File: config.mk
export PLATFORM = sky130hd
export DESIGN_NAME = t03_mem_arbiter
export DESIGN_NICKNAME = d
export VERILOG_FILES = /design/src/rtl/t03_mem_arbiter.sv
export SDC_FILE = /design/constraint.sdc
export NUM_CORES = 1
export LEC_CHECK = 0
export ABC_CLOCK_PERIOD_IN_PS = 2320
export BUFFER_PORTS_ARGS = -buffer_cell sky130_fd_sc_hd__buf_2
export CAP_MARGIN = 20
export CORE_UTILIZATION = 45
export CTS_BUF_LIST = sky130_fd_sc_hd__clkbuf_8
export DETAILED_ROUTE_END_ITERATION = 6
export PLACE_DENSITY = 0.77
export SLEW_MARGIN = 20
export SYNTH_ARGS = -nofsm -noshare
export SYNTH_HDL_FRONTEND = slang
export SYNTH_SLANG_ARGS = --single-unit
File: constraint.sdc
create_clock -name CLK -period 2.32 [get_ports CLK]
set_clock_uncertainty 0.1 [all_clocks]
set_input_delay 0.348 -clock CLK [delete_from_list [all_inputs] [get_ports CLK]]
set_output_delay 0.348 -clock CLK [all_outputs]
set_load 0.1 [all_outputs]
File: src/rtl/t03_mem_arbiter.sv
// ---------------------------------------------------------------------------
// t03_mem_arbiter : round-robin arbiter of CPU fetch/data ports onto one
//                   Wishbone manager request interface.   Rev 1.0
// ---------------------------------------------------------------------------
`default_nettype none

module t03_mem_arbiter #(
  parameter int ADDR_W = 32,
  parameter int DATA_W = 32
) (
  input  logic              CLK,
  input  logic              nRST,
  input  logic              i_read,
  input  logic [ADDR_W-1:0] i_adr,
  output logic [DATA_W-1:0] i_rdata,
  output logic              i_ready,
  input  logic              d_read,
  input  logic              d_write,
  input  logic [ADDR_W-1:0] d_adr,
  input  logic [DATA_W-1:0] d_wdata,
  input  logic [3:0]        d_sel,
  output logic [DATA_W-1:0] d_rdata,
  output logic              d_ready,
  output logic              mgr_read,
  output logic              mgr_write,
  output logic [ADDR_W-1:0] mgr_adr,
  output logic [DATA_W-1:0] mgr_wdata,
  output logic [3:0]        mgr_sel,
  input  logic              mgr_busy,
  input  logic              mgr_ack,
  input  logic [DATA_W-1:0] mgr_rdata
);

  typedef enum logic [1:0] {
    S_IDLE    = 2'd0,
    S_ISSUE   = 2'd1,
    S_WAIT    = 2'd2,
    S_CAPTURE = 2'd3
  } state_t;

  state_t              state_q, state_d;
  logic                gnt_data_q, gnt_data_d;
  logic                last_data_q, last_data_d;
  logic                wr_q, wr_d;
  logic                mgr_read_q, mgr_read_d;
  logic                mgr_write_q, mgr_write_d;
  logic [ADDR_W-1:0]   mgr_adr_q, mgr_adr_d;
  logic [DATA_W-1:0]   mgr_wdata_q, mgr_wdata_d;
  logic [3:0]          mgr_sel_q, mgr_sel_d;
  logic                i_ready_q, i_ready_d;
  logic                d_ready_q, d_ready_d;
  logic [DATA_W-1:0]   i_rdata_q, i_rdata_d;
  logic [DATA_W-1:0]   d_rdata_q, d_rdata_d;

  logic                i_pend, d_pend, pick_data, rd_capture;

  assign i_pend    = i_read;
  assign d_pend    = d_read | d_write;
  // On contention the port that was not served last wins.
  assign pick_data = d_pend & (~i_pend | ~last_data_q);

  always_comb begin
    state_d     = state_q;
    gnt_data_d  = gnt_data_q;
    last_data_d = last_data_q;
    wr_d        = wr_q;
    mgr_read_d  = 1'b0;
    mgr_write_d = 1'b0;
    mgr_adr_d   = mgr_adr_q;
    mgr_wdata_d = mgr_wdata_q;
    mgr_sel_d   = mgr_sel_q;
    i_ready_d   = 1'b0;
    d_ready_d   = 1'b0;
    i_rdata_d   = i_rdata_q;
    d_rdata_d   = d_rdata_q;

    unique case (state_q)
      S_IDLE: begin
        if (!mgr_busy && (i_pend || d_pend)) begin
          gnt_data_d  = pick_data;
          last_data_d = pick_data;
          wr_d        = pick_data & d_write;
          mgr_adr_d   = pick_data ? d_adr : i_adr;
          mgr_wdata_d = pick_data ? d_wdata : '0;
          mgr_sel_d   = pick_data ? d_sel : 4'hF;
          mgr_write_d = pick_data & d_write;
          mgr_read_d  = ~(pick_data & d_write);
          state_d     = S_ISSUE;
        end
      end
      S_ISSUE: state_d = S_WAIT;
      S_WAIT: begin
        if (mgr_ack) begin
          i_ready_d = ~gnt_data_q;
          d_ready_d = gnt_data_q;
          state_d   = S_CAPTURE;
        end
      end
      S_CAPTURE: begin
        if (!wr_q) begin
          if (gnt_data_q) d_rdata_d = mgr_rdata;
          else            i_rdata_d = mgr_rdata;
        end
        state_d = S_IDLE;
      end
      default: state_d = S_IDLE;
    endcase
  end

  always_ff @(posedge CLK or negedge nRST) begin
    if (!nRST) begin
      state_q     <= S_IDLE;
      gnt_data_q  <= 1'b0;
      last_data_q <= 1'b1;
      wr_q        <= 1'b0;
      mgr_read_q  <= 1'b0;
      mgr_write_q <= 1'b0;
      mgr_adr_q   <= '0;
      mgr_wdata_q <= '0;
      mgr_sel_q   <= 4'h0;
      i_ready_q   <= 1'b0;
      d_ready_q   <= 1'b0;
      i_rdata_q   <= '0;
      d_rdata_q   <= '0;
    end else begin
      state_q     <= state_d;
      gnt_data_q  <= gnt_data_d;
      last_data_q <= last_data_d;
      wr_q        <= wr_d;
      mgr_read_q  <= mgr_read_d;
      mgr_write_q <= mgr_write_d;
      mgr_adr_q   <= mgr_adr_d;
      mgr_wdata_q <= mgr_wdata_d;
      mgr_sel_q   <= mgr_sel_d;
      i_ready_q   <= i_ready_d;
      d_ready_q   <= d_ready_d;
      i_rdata_q   <= i_rdata_d;
      d_rdata_q   <= d_rdata_d;
    end
  end

  // The manager's read data is itself registered and only valid during the
  // ready cycle, so it is forwarded then and held by the rdata register after.
  assign rd_capture = (state_q == S_CAPTURE) & ~wr_q;

  assign i_rdata   = (rd_capture & ~gnt_data_q) ? mgr_rdata : i_rdata_q;
  assign d_rdata   = (rd_capture &  gnt_data_q) ? mgr_rdata : d_rdata_q;
  assign i_ready   = i_ready_q;
  assign d_ready   = d_ready_q;
  assign mgr_read  = mgr_read_q;
  assign mgr_write = mgr_write_q;
  assign mgr_adr   = mgr_adr_q;
  assign mgr_wdata = mgr_wdata_q;
  assign mgr_sel   = mgr_sel_q;

endmodule

`default_nettype wire

==> Word level (Yosys, flattened, before mapping) <==
Cells that the tools add are included.
{ "totals": {"inputBits": 139, "regBits": 141} }
{ "op_classes": {"bitwise": 12, "mux": 16, "n_reduce_logical": 8, "n_eq_ne": 5} }
{ "op_table": {"columns": ["op", "n"], "rows": [
  ["$mux W32", 4],
  ["$mux W1", 8],
  ["$pmux W2 S4", 1],
  ["$reduce_and A3 Y1", 2],
  ["$and A1 B1 Y1", 5],
  ["$not A1 Y1", 5],
  ["$eq A2 B2 Y1 const B", 2],
  ["$mux W2", 2],
  ["$mux W4", 1],
  ["$ne A2 B2 Y1 const B", 2],
  ["$reduce_and A2 Y1", 2],
  ["$eq A2 B1 Y1 const B", 1],
  ["$logic_not A2 Y1", 1],
  ["$or A1 B1 Y1", 2],
  ["$logic_and A1 B1 Y1", 1],
  ["$logic_not A1 Y1", 1],
  ["$logic_or A1 B1 Y1", 1]
]} }

==> Logic depth before layout (Yosys ltp) <==
{ "depth": {"ltp_word": 7, "depth_mapped": 6, "ltp_nobuf": 5} }

==> Worst setup path after synthesis <==
Ideal clock, no wire load.
{ "synth_timing": {"path_kind": "flip-flop to output port", "startpoint": "register state_q[1]", "endpoint": "output i_rdata[0]", "path_stages_with_launch": 6, "arrival_ps": 1656, "setup_slack_ps": 216, "path_cell_list": "dfrtp_1 -> ha_1 -> nor3b_1 -> buf_2 -> buf_2 -> mux2_2"} }
{ "synth_via": {"elab_chain_len": 4} }
{ "synth_lines": {"columns": ["element", "line_no", "text"], "rows": [
  ["start, declared", "41", "state_t state_q, state_d;"],
  ["start signal, assigned", "126", "state_q <= state_d;"],
  ["$eq A2 B2 Y1", "144", "assign rd_capture = (state_q == S_CAPTURE) & ~wr_q;"],
  ["$and A1 B1 Y1", "144", null],
  ["$and A1 B1 Y1", "146", "assign i_rdata = (rd_capture & ~gnt_data_q) ? mgr_rdata : i_rdata_q;"],
  ["$mux W32", "146", null],
  ["end, declared", "15", "output logic [DATA_W-1:0] i_rdata,"]
]} }
Every way passes these cells.

==> Final worst setup path <==
{ "layout_timing": {"startpoint": "register state_q[0]", "endpoint": "output i_rdata[30]"} }
The elaborated chain is that of the path after synthesis.

==> flow_summary.ini <==
[critical_path]
rrSetupSlack_ns = 0.09
critPathMaxFanout = 13
r2r_end = i_rdata_q[29]
worst_setup_path_end_kind = output port
timing.critical_path.from_type = flip-flop
r2r-start = state_q[0]
timing.critical_path.required_ns = 1.87
critPathKind = reg -> out
cell_depth_of_the_worst_flop_to_flop_path = 9
timing.critical_path.from = state_q[0]
critPathArrivalTime_ns = 2.09

[place]
port-buffer-count = 274
post_dp_cell_area_um2 = 9040
global_placer_s_final_weighted_congestion = 0.823
dp_slack_ns = 0.0711
dp.final_hpwl_um = 11600

[route]
drtAntennaViolNets = 0
wl_um = 17900
initialDrtViolationCount = 169
avgRoutedWirePerCell_um = 18.1
drtPass1Iterations = 5
vias = 4981
post_drt_via_cell_ratio = 5.04
drcViolationCount = 0

[final_layout]
layout.core_utilization_pct = 69.8
fraction_of_final_layout_cells_sized_beyond_drive_strength_1_pct = 66.7
nFillCells = 995
count_of_inserted_antenna_diode_cells = 0
fin_area_um2 = 10200
area_delta_synth_final_pct = 51.6
fin_nets = 934

[yosys]
synth.distinct_cells = 21
synth_enable_flop_cells = 0
synth_async_sr_flop_share_pct = 100
ys_ff_latch = 141
synth_area_leader_cell = sky130_fd_sc_hd__dfrtp_1
syn-instance-count = 495
yosys_most_used_dff = sky130_fd_sc_hd__dfrtp_1
synth-seq-area-share_pct = 52.7
netlist.area_leader.share_pct = 52.3
synth_top_cells_by_count = 195 x sky130_fd_sc_hd__mux2_2, 140 x sky130_fd_sc_hd__dfrtp_1, 40 x sky130_fd_sc_hd__inv_1
synth_top_cells_by_area = sky130_fd_sc_hd__dfrtp_1 52%, sky130_fd_sc_hd__mux2_2 33%, sky130_fd_sc_hd__mux2i_1 5.5%, sky130_fd_sc_hd__inv_1 2.2%, sky130_fd_sc_hd__nand2_1 2.0%
mappedNetlistArea_um2 = 6690
syn_nets = 637
yosysWarningCount = 0
postSynthAreaPerCell_um2 = 13.5
post-synth-top-count-cell = sky130_fd_sc_hd__mux2_2

[timing]
setup_viol_count_final = 64
slew_headroom_pct = 33.6
setup_slack_ns = -0.216
max_freq_mhz = 394
worst-slew-pin-transition_ns = 0.994
unrepaired_setup_endpoints_after_global_routing = yes
final_report_hold_violation_count = 0
period_needed_ns = 2.54
maxSlewViolCount = 0
fin_hold_ws_ns = 0.0373
layout_worst_path_cycle_share_pct = 109

[global_route]
antenna_violations_before_repair = 0
grt_overflow_total = 0
first_global_vias = 5158
wire_length_of_the_first_global_routing_pass_um = 26400
overall_global_routing_resource_usage_pct = 23.0
maximum_number_of_pins_on_one_net_before_global_route_repair = 56

[hold_path]
worstHoldPathCells = 3
sink_of_the_worst_hold_path = mgr_wdata[5]
worstHoldPathType = in -> reg
worstHoldStart = d_wdata[5]

[floorplan]
start_util_pct = 46.1
fp.coreArea_um2 = 14500
design.portCount = 275
fp.dieArea_um2 = 15400
floorplan.rows = 44
die_h_um = 124
die_width_um = 124

[clocking]
master_cell_of_the_clock_root_buffer = sky130_fd_sc_hd__clkbuf_8
number_of_buffers_on_the_longest_clock_path = 2
cts-htree-levels = 4
cts_tree = yes
clock_latency_ns = 0.44
cts.reportedPaths.clkPinSlew_ns = 0.08
tritoncts.num_buffers = 17
clkSinkCount = 141

[run_status]
failing_checks = setup timing
status = finished, violations left

[flow_run]
drv.max_cap_violation_count = 0
[layout by cell type, fill, tap and decap left out, types with 2 or more instances in the layout]
| master | synthesis | final |
|---|---|---|
| sky130_fd_sc_hd__buf_16 | 0 | 3 |
| sky130_fd_sc_hd__buf_4 | 10 | 12 |
| sky130_fd_sc_hd__mux2i_1 | 37 | 37 |
| sky130_fd_sc_hd__buf_8 | 0 | 7 |
| sky130_fd_sc_hd__nor2_1 | 5 | 5 |
| sky130_fd_sc_hd__buf_6 | 1 | 11 |
| sky130_fd_sc_hd__ha_1 | 3 | 2 |
| sky130_fd_sc_hd__buf_12 | 0 | 57 |
| sky130_fd_sc_hd__clkinv_2 | 0 | 3 |
| sky130_fd_sc_hd__nand2_1 | 35 | 35 |
| sky130_fd_sc_hd__buf_2 | 16 | 209 |
| sky130_fd_sc_hd__clkinvlp_4 | 0 | 3 |
| sky130_fd_sc_hd__clkbuf_8 | 0 | 18 |
| sky130_fd_sc_hd__clkbuf_16 | 0 | 2 |
| sky130_fd_sc_hd__dfrtp_1 | 140 | 140 |
| sky130_fd_sc_hd__inv_6 | 0 | 3 |
| sky130_fd_sc_hd__bufbuf_16 | 0 | 3 |
| sky130_fd_sc_hd__inv_1 | 40 | 41 |
| sky130_fd_sc_hd__mux2_2 | 195 | 149 |
| sky130_fd_sc_hd__mux2_4 | 0 | 46 |
| sky130_fd_sc_hd__bufinv_16 | 0 | 3 |
| sky130_fd_sc_hd__and3_1 | 2 | 2 |
[worst max-delay path: stages (launching register included)]
cell	delay (ns)
sky130_fd_sc_hd__dfrtp_1	0.40
sky130_fd_sc_hd__ha_4	0.15
sky130_fd_sc_hd__nor3b_4	0.21
sky130_fd_sc_hd__buf_12	0.15
sky130_fd_sc_hd__clkbuf_16	0.17
sky130_fd_sc_hd__mux2_2	0.37
sky130_fd_sc_hd__buf_8	0.18
[routing by layer]
| layer | vias to the layer above | GRT usage [%] | wire (um) | share of wire (%) |
|---|---|---|---|---|
| li1 | 2306 | - | - | - |
| met2 | 134 | 40.9 | 9600 | 54 |
| met5 | - | 0 | 0 | 0 |
| met1 | 2526 | 27.6 | 7350 | 41 |
| met3 | 15 | 5.72 | 758 | 4.2 |
| met4 | 0 | 6.40 | 193 | 1.1 |
[per-stage QoR]
| stage | TNS (ns) | cells |
|---|---|---|
| after detailed placement | 0 | 938 |
| after CTS | -11.02 | 986 |
| after global placement | 0 | 938 |
| final | -10.12 | 989 |
| after floorplan | 0 | 495 |
| after global routing | -15.88 | 989 |
[cells by family (layout without fill, tap and decap cells)]
| family | count (synthesis) | count (layout) | synth area share, % |
|---|---|---|---|
| adders and majority gates | 3 | 3 | 0.561 |
| and+or+nand+nor | 48 | 48 | 3.03 |
| DFF | 141 | 141 | 52.7 |
| muxes | 232 | 232 | 38.3 |
| buffers and inverters | 67 | 377 | 4.73 |
| AOI/OAI and AO/OA | 4 | 4 | 0.617 |
[worst max-delay path by stage]
stage,cells after the start,end,slack (ns)
final,6,i_rdata[30],-0.22
after global routing,6,i_rdata[30],-0.31
after CTS,6,d_rdata[3],-0.20
after detailed placement,5,i_rdata[29],0.07
after global placement,5,i_rdata[27],0.12
after floorplan,5,i_rdata[0],0.22
[state kept, by name, indices dropped and copies added, names as in the netlist]
register and count:
d_rdata_q 32, d_ready 1, gnt_data_q 1, i_rdata_q 32
i_ready 1, last_data_q 1, mgr_adr 32, mgr_read 1
mgr_sel 4, mgr_wdata 32, mgr_write 1, state_q 2
wr_q 1
[final cells by class]
type	instances	area [um2]	share of cell area, %
well taps	184	230	2.27
repair buffers	305	2750	27.1
flip-flops and latches	141	3530	34.8
clock inverters	14	166	1.64
inverters	40	150	1.48
clock buffers	18	248	2.44
multi-input cells	287	3080	30.3
[repair_timing]
item,4_1_cts,5_1_grt
hold buffers,1,0
setup buffers,9,1
gates cloned,6,2
resized for setup,66,38
setup endpoints to repair,64,64
pin swaps,1,0
endpoints found under the hold margin,52,0
Power is left out: the tool's default activity adds up to more than one toggle a clock period on the data nets, which glitch-free logic cannot reach.
